`config.mk`:
```
export PLATFORM = sky130hd
export DESIGN_NAME = shift_seq_ctrl
export DESIGN_NICKNAME = d
export VERILOG_FILES = /design/src/rtl/shift_seq_ctrl.sv
export SDC_FILE = /design/constraint.sdc
export NUM_CORES = 1
export LEC_CHECK = 0
export CORE_ASPECT_RATIO = 0.9
export CORE_MARGIN = 2
export CORE_UTILIZATION = 49
export CTS_CLUSTER_SIZE = 24
export DETAILED_ROUTE_END_ITERATION = 8
export GPL_TIMING_DRIVEN = 0
export PLACE_DENSITY = 0.81
export SLEW_MARGIN = 20
export SYNTH_ARGS = -nofsm -noshare
export SYNTH_HDL_FRONTEND = slang
export SYNTH_SLANG_ARGS = --single-unit
```
`constraint.sdc`:
```
create_clock -name clk -period 2.6 [get_ports clk]
set_input_delay 0.52 -clock clk [delete_from_list [all_inputs] [get_ports clk]]
set_output_delay 0.52 -clock clk [all_outputs]
set_load 0.1 [all_outputs]
```
`src/rtl/shift_seq_ctrl.sv`:
```
// Shifts a command's low len bits into an external serial-in shift register, then returns its parallel value.
// Accept to response: L+2 cycles; the response is held until rsp_ready, and no command is taken outside IDLE.
module shift_seq_ctrl #(
  parameter int WIDTH = 8,
  parameter int CNT_W = 4
) (
  input  logic             clk,
  input  logic             rstn,
  input  logic             cmd_valid,
  output logic             cmd_ready,
  input  logic             cmd_dir,
  input  logic [CNT_W-1:0] cmd_len,
  input  logic [WIDTH-1:0] cmd_data,
  output logic             sr_d,
  output logic             sr_en,
  output logic             sr_dir,
  input  logic [WIDTH-1:0] sr_q,
  input  logic             abort,
  output logic             rsp_valid,
  input  logic             rsp_ready,
  output logic [WIDTH-1:0] rsp_data,
  output logic [CNT_W-1:0] rsp_count,
  output logic             busy
);

  typedef enum logic [1:0] {IDLE, SHIFT, CAPTURE, RESP} state_t;

  localparam logic [CNT_W-1:0] WIDTH_C = CNT_W'(WIDTH);

  state_t           state_q, state_d;
  logic             dir_q, dir_d;
  logic [WIDTH-1:0] data_q, data_d;
  logic [CNT_W-1:0] len_q, len_d;
  logic [CNT_W-1:0] cnt_q, cnt_d;
  logic             sr_en_q, sr_en_d;
  logic             sr_d_q, sr_d_d;
  logic             sr_dir_q, sr_dir_d;
  logic [WIDTH-1:0] rsp_data_q, rsp_data_d;
  logic [CNT_W-1:0] rsp_count_q, rsp_count_d;

  logic [CNT_W-1:0] cmd_len_eff;
  logic             accept;
  logic             last_shift;

  // Bit k (1-based) of the field: MSB first when shifting left, LSB first when shifting right.
  function automatic logic pick_bit(input logic [WIDTH-1:0] data, input logic dir,
                                    input logic [CNT_W-1:0] len, input logic [CNT_W-1:0] k);
    logic [CNT_W-1:0] idx;
    logic [WIDTH-1:0] sh;
    idx = dir ? (k - 1'b1) : (len - k);
    sh  = data >> idx;
    return sh[0];
  endfunction

  assign cmd_len_eff = ((cmd_len == '0) || (cmd_len > WIDTH_C)) ? WIDTH_C : cmd_len;
  assign accept      = cmd_valid && (state_q == IDLE);
  // cnt_q is the index of the bit being shifted this cycle, so it is also the shift count so far.
  assign last_shift  = (cnt_q == len_q) || abort;

  always_ff @(posedge clk) begin
    if (!rstn) begin
      state_q <= IDLE;
    end else begin
      state_q <= state_d;
    end
  end

  always_comb begin
    state_d = state_q;
    case (state_q)
      IDLE:    if (accept) state_d = SHIFT;
      SHIFT:   if (last_shift) state_d = CAPTURE;
      CAPTURE: state_d = RESP;
      RESP:    if (rsp_ready) state_d = IDLE;
      default: state_d = IDLE;
    endcase
  end

  always_comb begin
    cmd_ready = (state_q == IDLE);
    busy      = (state_q != IDLE);
    rsp_valid = (state_q == RESP);
  end

  always_comb begin
    dir_d       = dir_q;
    data_d      = data_q;
    len_d       = len_q;
    cnt_d       = cnt_q;
    sr_en_d     = 1'b0;
    sr_d_d      = 1'b0;
    sr_dir_d    = sr_dir_q;
    rsp_data_d  = rsp_data_q;
    rsp_count_d = rsp_count_q;
    case (state_q)
      IDLE: begin
        if (accept) begin
          dir_d    = cmd_dir;
          data_d   = cmd_data;
          len_d    = cmd_len_eff;
          sr_dir_d = cmd_dir;
          cnt_d    = CNT_W'(1);
          sr_en_d  = 1'b1;
          sr_d_d   = pick_bit(cmd_data, cmd_dir, cmd_len_eff, CNT_W'(1));
        end
      end
      SHIFT: begin
        if (last_shift) begin
          rsp_count_d = cnt_q;
        end else begin
          cnt_d   = cnt_q + 1'b1;
          sr_en_d = 1'b1;
          sr_d_d  = pick_bit(data_q, dir_q, len_q, cnt_q + 1'b1);
        end
      end
      CAPTURE: rsp_data_d = sr_q;
      default: ;
    endcase
  end

  always_ff @(posedge clk) begin
    if (!rstn) begin
      dir_q       <= 1'b0;
      data_q      <= '0;
      len_q       <= '0;
      cnt_q       <= '0;
      sr_en_q     <= 1'b0;
      sr_d_q      <= 1'b0;
      sr_dir_q    <= 1'b0;
      rsp_data_q  <= '0;
      rsp_count_q <= '0;
    end else begin
      dir_q       <= dir_d;
      data_q      <= data_d;
      len_q       <= len_d;
      cnt_q       <= cnt_d;
      sr_en_q     <= sr_en_d;
      sr_d_q      <= sr_d_d;
      sr_dir_q    <= sr_dir_d;
      rsp_data_q  <= rsp_data_d;
      rsp_count_q <= rsp_count_d;
    end
  end

  assign sr_en     = sr_en_q;
  assign sr_d      = sr_d_q;
  assign sr_dir    = sr_dir_q;
  assign rsp_data  = rsp_data_q;
  assign rsp_count = rsp_count_q;

endmodule
```
* Word level (Yosys, flattened, before mapping)
Cells that the tools add are included.
** Storage, ports and cells
- Bits in registers :: 33
- Word-level logic and storage cells :: 51
- Output and inout bits :: 18
- Input bits :: 26
** Cells by class
- $lt $le $gt $ge :: 1
- Reduce and logical (&&, ||, !) cells :: 11
- Add/sub/neg operators :: 4
- Shift operators :: 2
- Equality and inequality tests :: 8
- Multiplexer cells :: 16
** Operators by type and width (number)
- 4-bit 2-to-1 mux :: 5
- 8-bit by 4-bit >> shifter with 1-bit output :: 2
- 2-bit case mux with 4 select lines :: 1
- 4-bit case mux with 2 select lines :: 1
- 4-bit by 1-bit subtractor with 4-bit output, second input constant :: 2
- 2-bit 2-to-1 mux :: 3
- 3-bit AND reduction :: 2
- 4-bit by 1-bit adder with 4-bit output, second input constant :: 1
- 2-bit equality test, second input constant :: 2
- 4-bit equality test :: 1
- 4-bit greater-than comparator, second input constant :: 1
- 4-bit zero test :: 1
- 1-bit 2-to-1 mux :: 4
- 2-bit by 1-bit != test with 1-bit output, second input constant :: 2
- 2-bit != test, second input constant :: 2
- 1-bit case mux with 2 select lines :: 2
- 2-bit AND reduction :: 2
- 2-bit nonzero test :: 2
- 4-bit subtractor :: 1
- 2-bit by 1-bit equality test with 1-bit output, second input constant :: 1
- 2-bit zero test :: 1
- 1-bit logical OR :: 2
- 1-bit logical AND :: 1

* Depth between registers and ports, before layout
Gate-level depths: netlist of run 1.
- Word-level depth :: 8
- Gate-level depth with buffers :: 9
- Depth with buffers taken out :: 9

* Worst setup path after synthesis of run 1
Ideal clock, no wire load.
- Kind :: flip-flop to flip-flop
- Start :: reg state_q[0]
- End :: reg data_q[5]
- Period minus slack after synthesis :: 3.005 ns
- Library setup time :: 0.076 ns
- Required time :: 2.524 ns
- Arrival time :: 2.929 ns
- Path buffers :: 1
- Path slack :: -0.405 ns
- Cell stages (with the launch flop) :: 8
- Path through :: dfxtp_1 inv_1 ha_1 inv_1 nor2_1 clkbuf_1 nand2_1 a21boi_0
** Between the ends
- Word-level cells in the longest chain between the ends :: 3
** Ends and longest elaborated chain
- from (decl) :: line 30 : state_t state_q, state_d;
- from (signal assigned) :: line 64 : state_q <= state_d;
- 2-bit zero test *
- named net cmd_ready :: line 10 : output logic cmd_ready,
- 1-bit logical AND :: line 56 : assign accept = cmd_valid && (state_q == IDLE);
- 2-bit AND reduction (no source line) *
- to (signal assigned) :: line 134 : data_q <= data_d;
- to (decl) :: line 32 : logic [WIDTH-1:0] data_q, data_d;
The timed path passes the listed nets; every way through them passes the cells marked *.
A chain may end at the register's enable or synchronous reset.

* Worst setup path after layout of run 1
- Start :: reg state_q[0]
- End :: out busy
** Between the ends
- Word-level cells in the longest chain between the ends :: 1
** Ends and longest elaborated chain
- 2-bit nonzero test :: line 81 : busy = (state_q != IDLE);
- to (decl) :: line 23 : output logic busy
No other way between the ends.

==> impl_results.html, run 1 <==
<table>
<tr><th>Metric</th><th>Value</th></tr>
<tr><th colspan="2">GRT</th></tr>
<tr><td>Number of global-route vias before repair</td><td>1520</td></tr>
<tr><td>First-pass GRT wire length</td><td>6950 µm</td></tr>
<tr><td>Initial antenna violation count</td><td>0</td></tr>
<tr><td>Global-route usage over all layers</td><td>between 20 and 25%</td></tr>
<tr><td>Total congestion overflow after global routing</td><td>0</td></tr>
<tr><td>Maximum number of pins on one net before global-route repair</td><td>12</td></tr>
<tr><th colspan="2">Logic synthesis</th></tr>
<tr><td>Distinct cells, synth</td><td>38</td></tr>
<tr><td>Register bit count reported by yosys</td><td>33</td></tr>
<tr><td>Cell Area, Synth</td><td>1830 µm²</td></tr>
<tr><td>Mean post-synth cell area</td><td>8.42 µm²</td></tr>
<tr><td>Number of cells produced by synthesis</td><td>about 220</td></tr>
<tr><td>Post-synthesis net count</td><td>253</td></tr>
<tr><td>Warning count from the yosys run</td><td>0</td></tr>
<tr><td>Post-synthesis sequential area ratio</td><td>36.1%</td></tr>
<tr><th colspan="2">Setup path</th></tr>
<tr><td>Critical register-to-register path startpoint</td><td>cnt_q[0]</td></tr>
<tr><td>Class of the most critical setup path</td><td>flip-flop to output port</td></tr>
<tr><td>CP Cell Sequence</td><td>inv_1 &gt; ha_2 &gt; inv_1 &gt; clkdlybuf4s15_1</td></tr>
<tr><td>Reg2Reg Depth</td><td>8</td></tr>
<tr><td>Arrival @ worst endpoint</td><td>~2.0 ns</td></tr>
<tr><td>Largest driver fanout on the critical path</td><td>5</td></tr>
<tr><td>Crit path depth</td><td>4</td></tr>
<tr><td>Capture point of the critical path</td><td>busy</td></tr>
<tr><td>FF-to-FF End</td><td>sr_d</td></tr>
<tr><td>Cell with the most instances on the worst path</td><td>inv_1</td></tr>
<tr><td>Required time of the worst setup path</td><td>2.08 ns</td></tr>
<tr><td>Worst reg2reg setup slack</td><td>0.15 ns</td></tr>
<tr><td>Beginning of the critical path</td><td>state_q[0]</td></tr>
<tr><td>Largest delay share family, worst path</td><td>buffers and inverters</td></tr>
<tr><td>Startpoint kind of the worst setup timing path</td><td>flip-flop</td></tr>
<tr><td>Max stage delay cell, worst path</td><td>clkdlybuf4s15_1</td></tr>
<tr><td>Critical path's largest stage delay</td><td>0.85 ns</td></tr>
<tr><td>Critical path capture point type</td><td>output port</td></tr>
<tr><td>Sum of buffers and inverters on the critical path</td><td>3</td></tr>
<tr><th colspan="2">STA</th></tr>
<tr><td>Total negative slack</td><td>0 ns</td></tr>
<tr><td>Minimum period implied by the final worst setup slack</td><td>2.51 ns</td></tr>
<tr><td>Worst hold-check slack</td><td>0.455 ns</td></tr>
<tr><td>Setup repair after global routing missed its margin</td><td>false</td></tr>
<tr><td>Final setup violation count</td><td>0</td></tr>
<tr><td>Worst slew margin relative to its limit</td><td>about 34%</td></tr>
<tr><td>Setup slack of the critical path after layout</td><td>approximately 0.094 ns</td></tr>
<tr><td>Highest clock rate</td><td>0.399 GHz</td></tr>
<tr><td>Share of the clock period used by the worst path after layout</td><td>roughly 96%</td></tr>
<tr><td>Worst clock skew on the final layout</td><td>between 0.008 and 0.009 ns</td></tr>
<tr><td>Worst slew pin tran</td><td>0.987 ns</td></tr>
<tr><td>Final Slew Violations</td><td>0</td></tr>
<tr><td>Final Hold Viols</td><td>0</td></tr>
<tr><th colspan="2">Floorplan</th></tr>
<tr><td>Chip height</td><td>61.9 µm</td></tr>
<tr><td>Floorplan row count</td><td>21</td></tr>
<tr><td>Initial Utilization</td><td>50.1%</td></tr>
<tr><td>Die W</td><td>a little under 70 µm</td></tr>
<tr><td>I/O pin cnt</td><td>44</td></tr>
<tr><td>Die ar.</td><td>roughly 4200 µm²</td></tr>
<tr><td>Core area</td><td>3650 µm²</td></tr>
<tr><th colspan="2">CTS</th></tr>
<tr><td>Master cell of the clock root buffer</td><td>clkbuf_8</td></tr>
<tr><td>Sinks on Clock Net</td><td>33</td></tr>
<tr><td>Post-CTS Resized</td><td>2</td></tr>
<tr><td>Latest clock arrival within the worst-skew pair</td><td>0.29 ns</td></tr>
<tr><td>Longest Clk Path Bufs</td><td>2</td></tr>
<tr><td>H-tree depth</td><td>2</td></tr>
<tr><td>Clk slew on worst S/H paths</td><td>0.08 ns</td></tr>
<tr><td>Number of post-CTS setup repair buffers</td><td>0</td></tr>
<tr><td>CTS tree</td><td>built</td></tr>
<tr><td>Number of buffers inserted by hold repair at cts</td><td>0</td></tr>
<tr><td>CTS buffer count</td><td>5</td></tr>
<tr><th colspan="2">Detailed routing</th></tr>
<tr><td>Iter 0 DRT Violations</td><td>between 80 and 90</td></tr>
<tr><td>Remaining antenna violation count after routing</td><td>0</td></tr>
<tr><td>Via density per instance</td><td>5.15</td></tr>
<tr><td>First-pass iteration count of the detailed router</td><td>4</td></tr>
<tr><td>Total wire length</td><td>4120 µm</td></tr>
<tr><td>Avg WL per Cell</td><td>roughly 13 µm</td></tr>
<tr><td>Vias after detailed routing</td><td>1618</td></tr>
<tr><td>Drc violations</td><td>0</td></tr>
<tr><th colspan="2">Final layout</th></tr>
<tr><td>Commonest non-fill, non-tap cells in the layout</td><td>40 x clkdlybuf4s50_1, 32 x nand2_1, 31 x dfxtp_1</td></tr>
<tr><td>Antenna cells</td><td>0</td></tr>
<tr><td>Most frequent standard cell in the layout excluding fill and tap cells</td><td>clkdlybuf4s50_1</td></tr>
<tr><td>Fin cells</td><td>314</td></tr>
<tr><td>Layout Area Growth over Synthesis</td><td>34.6%</td></tr>
<tr><td>Share of final-layout standard cells stronger than drive strength 1</td><td>8.21%</td></tr>
<tr><td>Layout net count</td><td>303</td></tr>
<tr><th colspan="2">Status</th></tr>
<tr><td>Status</td><td>completed</td></tr>
<tr><th colspan="2">Placement</th></tr>
<tr><td>Number of buffers inserted by port buffering</td><td>43</td></tr>
<tr><td>Half-perimeter wire length of the detailed placement result</td><td>around 3100 µm</td></tr>
<tr><td>Dpl ws</td><td>0.0657 ns</td></tr>
<tr><td>RD Place Congestion</td><td>0.855</td></tr>
<tr><td>Placed cells</td><td>306</td></tr>
<tr><th colspan="2">Min path</th></tr>
<tr><td>Class of the tightest hold or removal check</td><td>flip-flop to flip-flop</td></tr>
<tr><th colspan="2">Power</th></tr>
<tr><td>Total leakage power</td><td>0.989 nW</td></tr>
<tr><td>Power density normalized to cell area</td><td>approximately 1000 nW/µm²</td></tr>
<tr><td>Peak VDD IR</td><td>0.000806 V</td></tr>
<tr><th colspan="2">Flow run</th></tr>
<tr><td>Max capacitance violation total</td><td>0</td></tr>
</table>
## worst min path at each step
stage / from / to / slack (ns) / depth (start not counted)
CTS: data_q[3] / data_q[3] / 0.46 / 2
finish: data_q[2] / data_q[2] / 0.46 / 2
floorplan: data_q[0] / data_q[0] / 0.43 / 2
global route: data_q[3] / data_q[3] / 0.49 / 2
detailed placement: data_q[3] / data_q[3] / 0.45 / 2
global placement: data_q[0] / data_q[0] / 0.44 / 2
## final cells by class
type	instances	area, µm²
Tap cell	46	57.6
Buffer	8	33.8
Multi-Input combinational cell	159	1080
Fill cell	291	1190
Timing Repair Buffer	43	432
Clock inverter	3	65.1
Sequential cell	33	663
Clock buffer	5	68.8
Inverter	17	63.8
## kinds of logic (layout without fill, tap and decap cells)
group           Yosys count  after routing  share of synthesized area, %
xor+xnor                 10             10                          4.79
compound gates           48             48                          18.5
buf+inv                  25             76                          5.34
fa+ha+maj                10             10                          7.26
mux                      15             15                          8.21
simple gates             76             76                          19.7
flops                    33             33                          36.1
## state kept, by name, summed over array words and instances, names as in the netlist
signal,count
cnt_q,4
data_q,8
len_q,4
rsp_count,4
rsp_data,8
sr_d,1
sr_dir,1
sr_en,1
state_q,2
## cell usage after synthesis
library cell  instances  area, µm²
inv_1                17       63.8
o21ai_2               2       17.5
dfxtp_1              33        661
a221oi_4              1       26.3
a21boi_0              4       30.0
nor3b_2               1       12.5
nor4_2                1       12.5
o211ai_1              3       22.5
o21a_1                1       7.51
nand3b_1              2       15.0
a21boi_2              1       11.3
nor2b_1              15       93.8
nor3_1                2       10.0
o32ai_1               1       8.76
nand2b_1              1       6.26
nor2_1               18       67.6
o211a_1               2       20.0
o22ai_1               3       18.8
a211oi_1              2       15.0
a21oi_1              15       75.1
xnor2_1               4       35.0
xor2_1                6       52.6
o22a_2                1       10.0
o311ai_0              1       8.76
nand2_1              32        120
a22o_1                1       8.76
ha_1                  9        113
or3_1                 1       6.26
o2bb2ai_1             1       8.76
a22oi_1               1       7.51
a31oi_1               2       12.5
mux2i_1              15        150
fa_1                  1       20.0
or2_2                 1       6.26
buf_4                 1       7.51
nand3_1               2       10.0
o21ai_0               6       30.0
clkbuf_1              7       26.3
## where the power goes
group | switching, mW | internal, mW
logic | 0.864 | 0.447
clock network | 0.194 | 0.381
registers | 0.0627 | 0.587
total | 1.12 | 1.41
## worst min-delay path: stages, from the launching register on
cell	delay, ns
dfxtp_1	0.31
nand2_1	0.05
a21oi_1	0.05
## through the flow
step           cell area [µm²]  total power, mW  util [%]
4_1_cts                   2450             2.53      67.1
5_1_grt                   2460             2.70      67.4
2_1_floorplan             1830             1.67         -
3_3_place_gp              2320             1.95      63.5
6_report                  2460             2.54      67.4
3_5_place_dp              2320             1.96      63.5
## per-layer routing
metal	wire length (µm)	track usage [%]	vias to the layer above
met1	2040	32.5	734
met5	0	0	-
met2	1840	33.0	44
met4	55	6.29	0
li1	-	-	833
met3	179	4.32	7
(Power assumes the default switching activity.)
==> inputs of run 2 (changes only) <==
Settings changed: CORE_ASPECT_RATIO 0.9 to 2.
==> impl_results.html, run 2 (synthesized netlist as in run 1, its figures left out) <==
<table>
<tr><th>Metric</th><th>Value</th></tr>
<tr><th colspan="2">Detailed routing</th></tr>
<tr><td>Drc violations</td><td>0 (unchanged)</td></tr>
<tr><td>Total wire length</td><td>4260 µm (was 4120 µm)</td></tr>
<tr><td>Vias after detailed routing</td><td>1646 (was 1618)</td></tr>
<tr><td>Via density per instance</td><td>5.19 (was 5.15)</td></tr>
<tr><td>Avg WL per Cell</td><td>13.4 µm (was 13.1 µm)</td></tr>
<tr><td>Iter 0 DRT Violations</td><td>15 (was 89)</td></tr>
<tr><td>Remaining antenna violation count after routing</td><td>0 (unchanged)</td></tr>
<tr><td>First-pass iteration count of the detailed router</td><td>3 (was 4)</td></tr>
<tr><th colspan="2">CTS</th></tr>
<tr><td>Sinks on Clock Net</td><td>33 (unchanged)</td></tr>
<tr><td>H-tree depth</td><td>2 (unchanged)</td></tr>
<tr><td>Number of post-CTS setup repair buffers</td><td>0 (unchanged)</td></tr>
<tr><td>Number of buffers inserted by hold repair at cts</td><td>0 (unchanged)</td></tr>
<tr><td>Latest clock arrival within the worst-skew pair</td><td>0.29 ns (about the same)</td></tr>
<tr><td>Longest Clk Path Bufs</td><td>2 (unchanged)</td></tr>
<tr><td>CTS buffer count</td><td>5 (unchanged)</td></tr>
<tr><td>Master cell of the clock root buffer</td><td>clkbuf_8 (unchanged)</td></tr>
<tr><td>CTS tree</td><td>built (unchanged)</td></tr>
<tr><td>Post-CTS Resized</td><td>5 (was 2)</td></tr>
<tr><td>Clk slew on worst S/H paths</td><td>0.07 ns (was 0.08 ns)</td></tr>
<tr><th colspan="2">Setup path</th></tr>
<tr><td>Critical register-to-register path startpoint</td><td>cnt_q[1] (was cnt_q[0])</td></tr>
<tr><td>Startpoint kind of the worst setup timing path</td><td>flip-flop (unchanged)</td></tr>
<tr><td>Crit path depth</td><td>8 (was 4)</td></tr>
<tr><td>Sum of buffers and inverters on the critical path</td><td>0 (was 3)</td></tr>
<tr><td>Largest driver fanout on the critical path</td><td>6 (was 5)</td></tr>
<tr><td>Beginning of the critical path</td><td>cnt_q[1] (was state_q[0])</td></tr>
<tr><td>Max stage delay cell, worst path</td><td>fa_1 (was clkdlybuf4s15_1)</td></tr>
<tr><td>Critical path capture point type</td><td>flip-flop (was output port)</td></tr>
<tr><td>Capture point of the critical path</td><td>sr_d (was busy)</td></tr>
<tr><td>Class of the most critical setup path</td><td>flip-flop to flip-flop (was flip-flop to output port)</td></tr>
<tr><td>FF-to-FF End</td><td>sr_d (unchanged)</td></tr>
<tr><td>Required time of the worst setup path</td><td>2.79 ns (was 2.08 ns)</td></tr>
<tr><td>Arrival @ worst endpoint</td><td>2.63 ns (was 1.99 ns)</td></tr>
<tr><td>Critical path's largest stage delay</td><td>0.56 ns (was 0.85 ns)</td></tr>
<tr><td>Worst reg2reg setup slack</td><td>0.15 ns (about the same)</td></tr>
<tr><td>Reg2Reg Depth</td><td>8 (unchanged)</td></tr>
<tr><td>CP Cell Sequence</td><td>ha_2 &gt; fa_1 &gt; nor2b_2 &gt; a21oi_1 &gt; a22o_1 &gt; o22ai_1 &gt; mux2i_1 &gt; o32ai_2 (was inv_1 &gt; ha_2 &gt; inv_1 &gt; clkdlybuf4s15_1)</td></tr>
<tr><td>Largest delay share family, worst path</td><td>adder cells (was buffers and inverters)</td></tr>
<tr><th colspan="2">STA</th></tr>
<tr><td>Final setup violation count</td><td>0 (unchanged)</td></tr>
<tr><td>Worst hold-check slack</td><td>0.456 ns (was 0.455 ns)</td></tr>
<tr><td>Share of the clock period used by the worst path after layout</td><td>94.1% (was 96.4%)</td></tr>
<tr><td>Minimum period implied by the final worst setup slack</td><td>2.45 ns (was 2.51 ns)</td></tr>
<tr><td>Setup repair after global routing missed its margin</td><td>false (unchanged)</td></tr>
<tr><td>Worst slew margin relative to its limit</td><td>34.5% (was 34.0%)</td></tr>
<tr><td>Total negative slack</td><td>0 ns (unchanged)</td></tr>
<tr><td>Highest clock rate</td><td>0.409 GHz (was 0.399 GHz)</td></tr>
<tr><td>Worst slew pin tran</td><td>0.979 ns (was 0.987 ns)</td></tr>
<tr><td>Final Slew Violations</td><td>0 (unchanged)</td></tr>
<tr><td>Worst clock skew on the final layout</td><td>0.00752 ns (was 0.00874 ns)</td></tr>
<tr><td>Final Hold Viols</td><td>0 (unchanged)</td></tr>
<tr><th colspan="2">Final layout</th></tr>
<tr><td>Layout net count</td><td>303 (unchanged)</td></tr>
<tr><td>Commonest non-fill, non-tap cells in the layout</td><td>40 x clkdlybuf4s50_1, 32 x nand2_1, 31 x dfxtp_1 (unchanged)</td></tr>
<tr><td>Filler cell count</td><td>319 (was 291)</td></tr>
<tr><td>Layout Area Growth over Synthesis</td><td>34.0% (was 34.6%)</td></tr>
<tr><td>Sequential cell area in the final layout</td><td>663 µm² (unchanged)</td></tr>
<tr><td>Most frequent standard cell in the layout excluding fill and tap cells</td><td>clkdlybuf4s50_1 (unchanged)</td></tr>
<tr><td>Footprint of the multi-input gates</td><td>1090 µm² (was 1080 µm²)</td></tr>
<tr><td>Antenna cells</td><td>0 (unchanged)</td></tr>
<tr><td>Fin util</td><td>67.9% (was 67.4%)</td></tr>
<tr><td>Share of final-layout standard cells stronger than drive strength 1</td><td>8.96% (was 8.21%)</td></tr>
<tr><th colspan="2">Floorplan</th></tr>
<tr><td>Initial Utilization</td><td>50.7% (was 50.1%)</td></tr>
<tr><td>Die W</td><td>47.2 µm (was 68.4 µm)</td></tr>
<tr><td>Core area</td><td>3610 µm² (was 3650 µm²)</td></tr>
<tr><td>I/O pin cnt</td><td>44 (unchanged)</td></tr>
<tr><td>Die ar.</td><td>4270 µm² (was 4240 µm²)</td></tr>
<tr><td>Chip height</td><td>90.4 µm (was 61.9 µm)</td></tr>
<tr><td>Floorplan row count</td><td>31 (was 21)</td></tr>
<tr><th colspan="2">GRT</th></tr>
<tr><td>Total congestion overflow after global routing</td><td>0 (unchanged)</td></tr>
<tr><td>Number of global-route vias before repair</td><td>1660 (was 1520)</td></tr>
<tr><td>Met1 global-route usage</td><td>20.4% (was 32.5%)</td></tr>
<tr><td>First-pass GRT wire length</td><td>6930 µm (was 6950 µm)</td></tr>
<tr><td>Global-route usage over all layers</td><td>22.2% (was 22.1%)</td></tr>
<tr><td>Initial antenna violation count</td><td>0 (unchanged)</td></tr>
<tr><td>Met3 usage</td><td>3.60% (was 4.32%)</td></tr>
<tr><td>Routing layer with the top usage in global route</td><td>met2 (unchanged)</td></tr>
<tr><td>GR Util met2</td><td>40.4% (was 33.0%)</td></tr>
<tr><td>Maximum number of pins on one net before global-route repair</td><td>11 (was 12)</td></tr>
<tr><th colspan="2">Placement</th></tr>
<tr><td>Half-perimeter wire length of the detailed placement result</td><td>3430 µm (was 3140 µm)</td></tr>
<tr><td>RD Place Congestion</td><td>0.839 (was 0.855)</td></tr>
<tr><td>Number of buffers inserted by port buffering</td><td>43 (unchanged)</td></tr>
<tr><th colspan="2">Power</th></tr>
<tr><td>Total leakage power</td><td>0.968 nW (was 0.989 nW)</td></tr>
<tr><td>Peak VDD IR</td><td>0.000662 V (was 0.000806 V)</td></tr>
<tr><td>Power density normalized to cell area</td><td>1010 nW/µm² (was 1030 nW/µm²)</td></tr>
<tr><th colspan="2">Flow run</th></tr>
<tr><td>Max capacitance violation total</td><td>0 (unchanged)</td></tr>
<tr><th colspan="2">Min path</th></tr>
<tr><td>Class of the tightest hold or removal check</td><td>flip-flop to flip-flop (unchanged)</td></tr>
<tr><th colspan="2">Status</th></tr>
<tr><td>Status</td><td>completed (unchanged)</td></tr>
</table>
run 2: cell count changes in the layout (fill, tap and decap cells not counted), sizes merged:
| cell | previous run | this run |
|---|---|---|
| dlymetal6s2s | 1 | 0 |
| clkbuf | 12 | 15 |
| bufinv | 2 | 1 |
| clkdlybuf4s15 | 1 | 0 |
| clkinv | 1 | 0 |
| dlygate4sd2 | 1 | 2 |
run 2: power by group:
part | internal [mW] | leakage [nW] | switching, mW
registers | 0.587 | 0.270 | 0.0642
logic | 0.445 | 0.639 | 0.872
clock network | 0.312 | 0.0585 | 0.188
run 2: worst min-delay path by stage:
stage	startpoint	end	slack, ns	cells past startpoint
after floorplan	data_q[0]	data_q[0]	0.43	2
final	data_q[0]	data_q[0]	0.46	2
after global placement	data_q[0]	data_q[0]	0.44	2
after global routing	data_q[3]	data_q[3]	0.48	2
after detailed placement	data_q[0]	data_q[0]	0.44	2
after CTS	data_q[0]	data_q[0]	0.45	2
run 2: stage by stage:
step           worst slack, ns  cells  instance area, µm²  total power [mW]
2_1_floorplan            0.113    217                1830              1.67
4_1_cts                 0.0415    317                2440              2.46
6_report                 0.154    317                2450              2.47
3_3_place_gp            0.0109    309                2320              1.96
5_1_grt                 0.0278    317                2450              2.61
3_5_place_dp           -0.0243    309                2320              1.97
run 2: per-layer routing:
layer / routed length [µm] / vias to the layer above
li1: - / 834
met1: 1480 / 756
met2: 2500 / 38
met3: 102 / 18
met4: 184 / 0
met5: 0 / -
run 2: tightest hold or removal path: cells and delay by family (launching register included):
kind / cells / cell delay [ns]
DFF: 1 / 0.31
AOI/OAI and AO/OA: 1 / 0.05
and+or+nand+nor: 1 / 0.05
run 2: final cells by class:
class,instances,share of cell area [%]
plain buffers,8,1.38
clock buffers,7,3.52
clock inverters,1,1.23
inverters,17,2.60
multi-input cells,159,44.4
flip-flops and latches,33,27.1
well taps,49,2.50
repair buffers,43,17.3
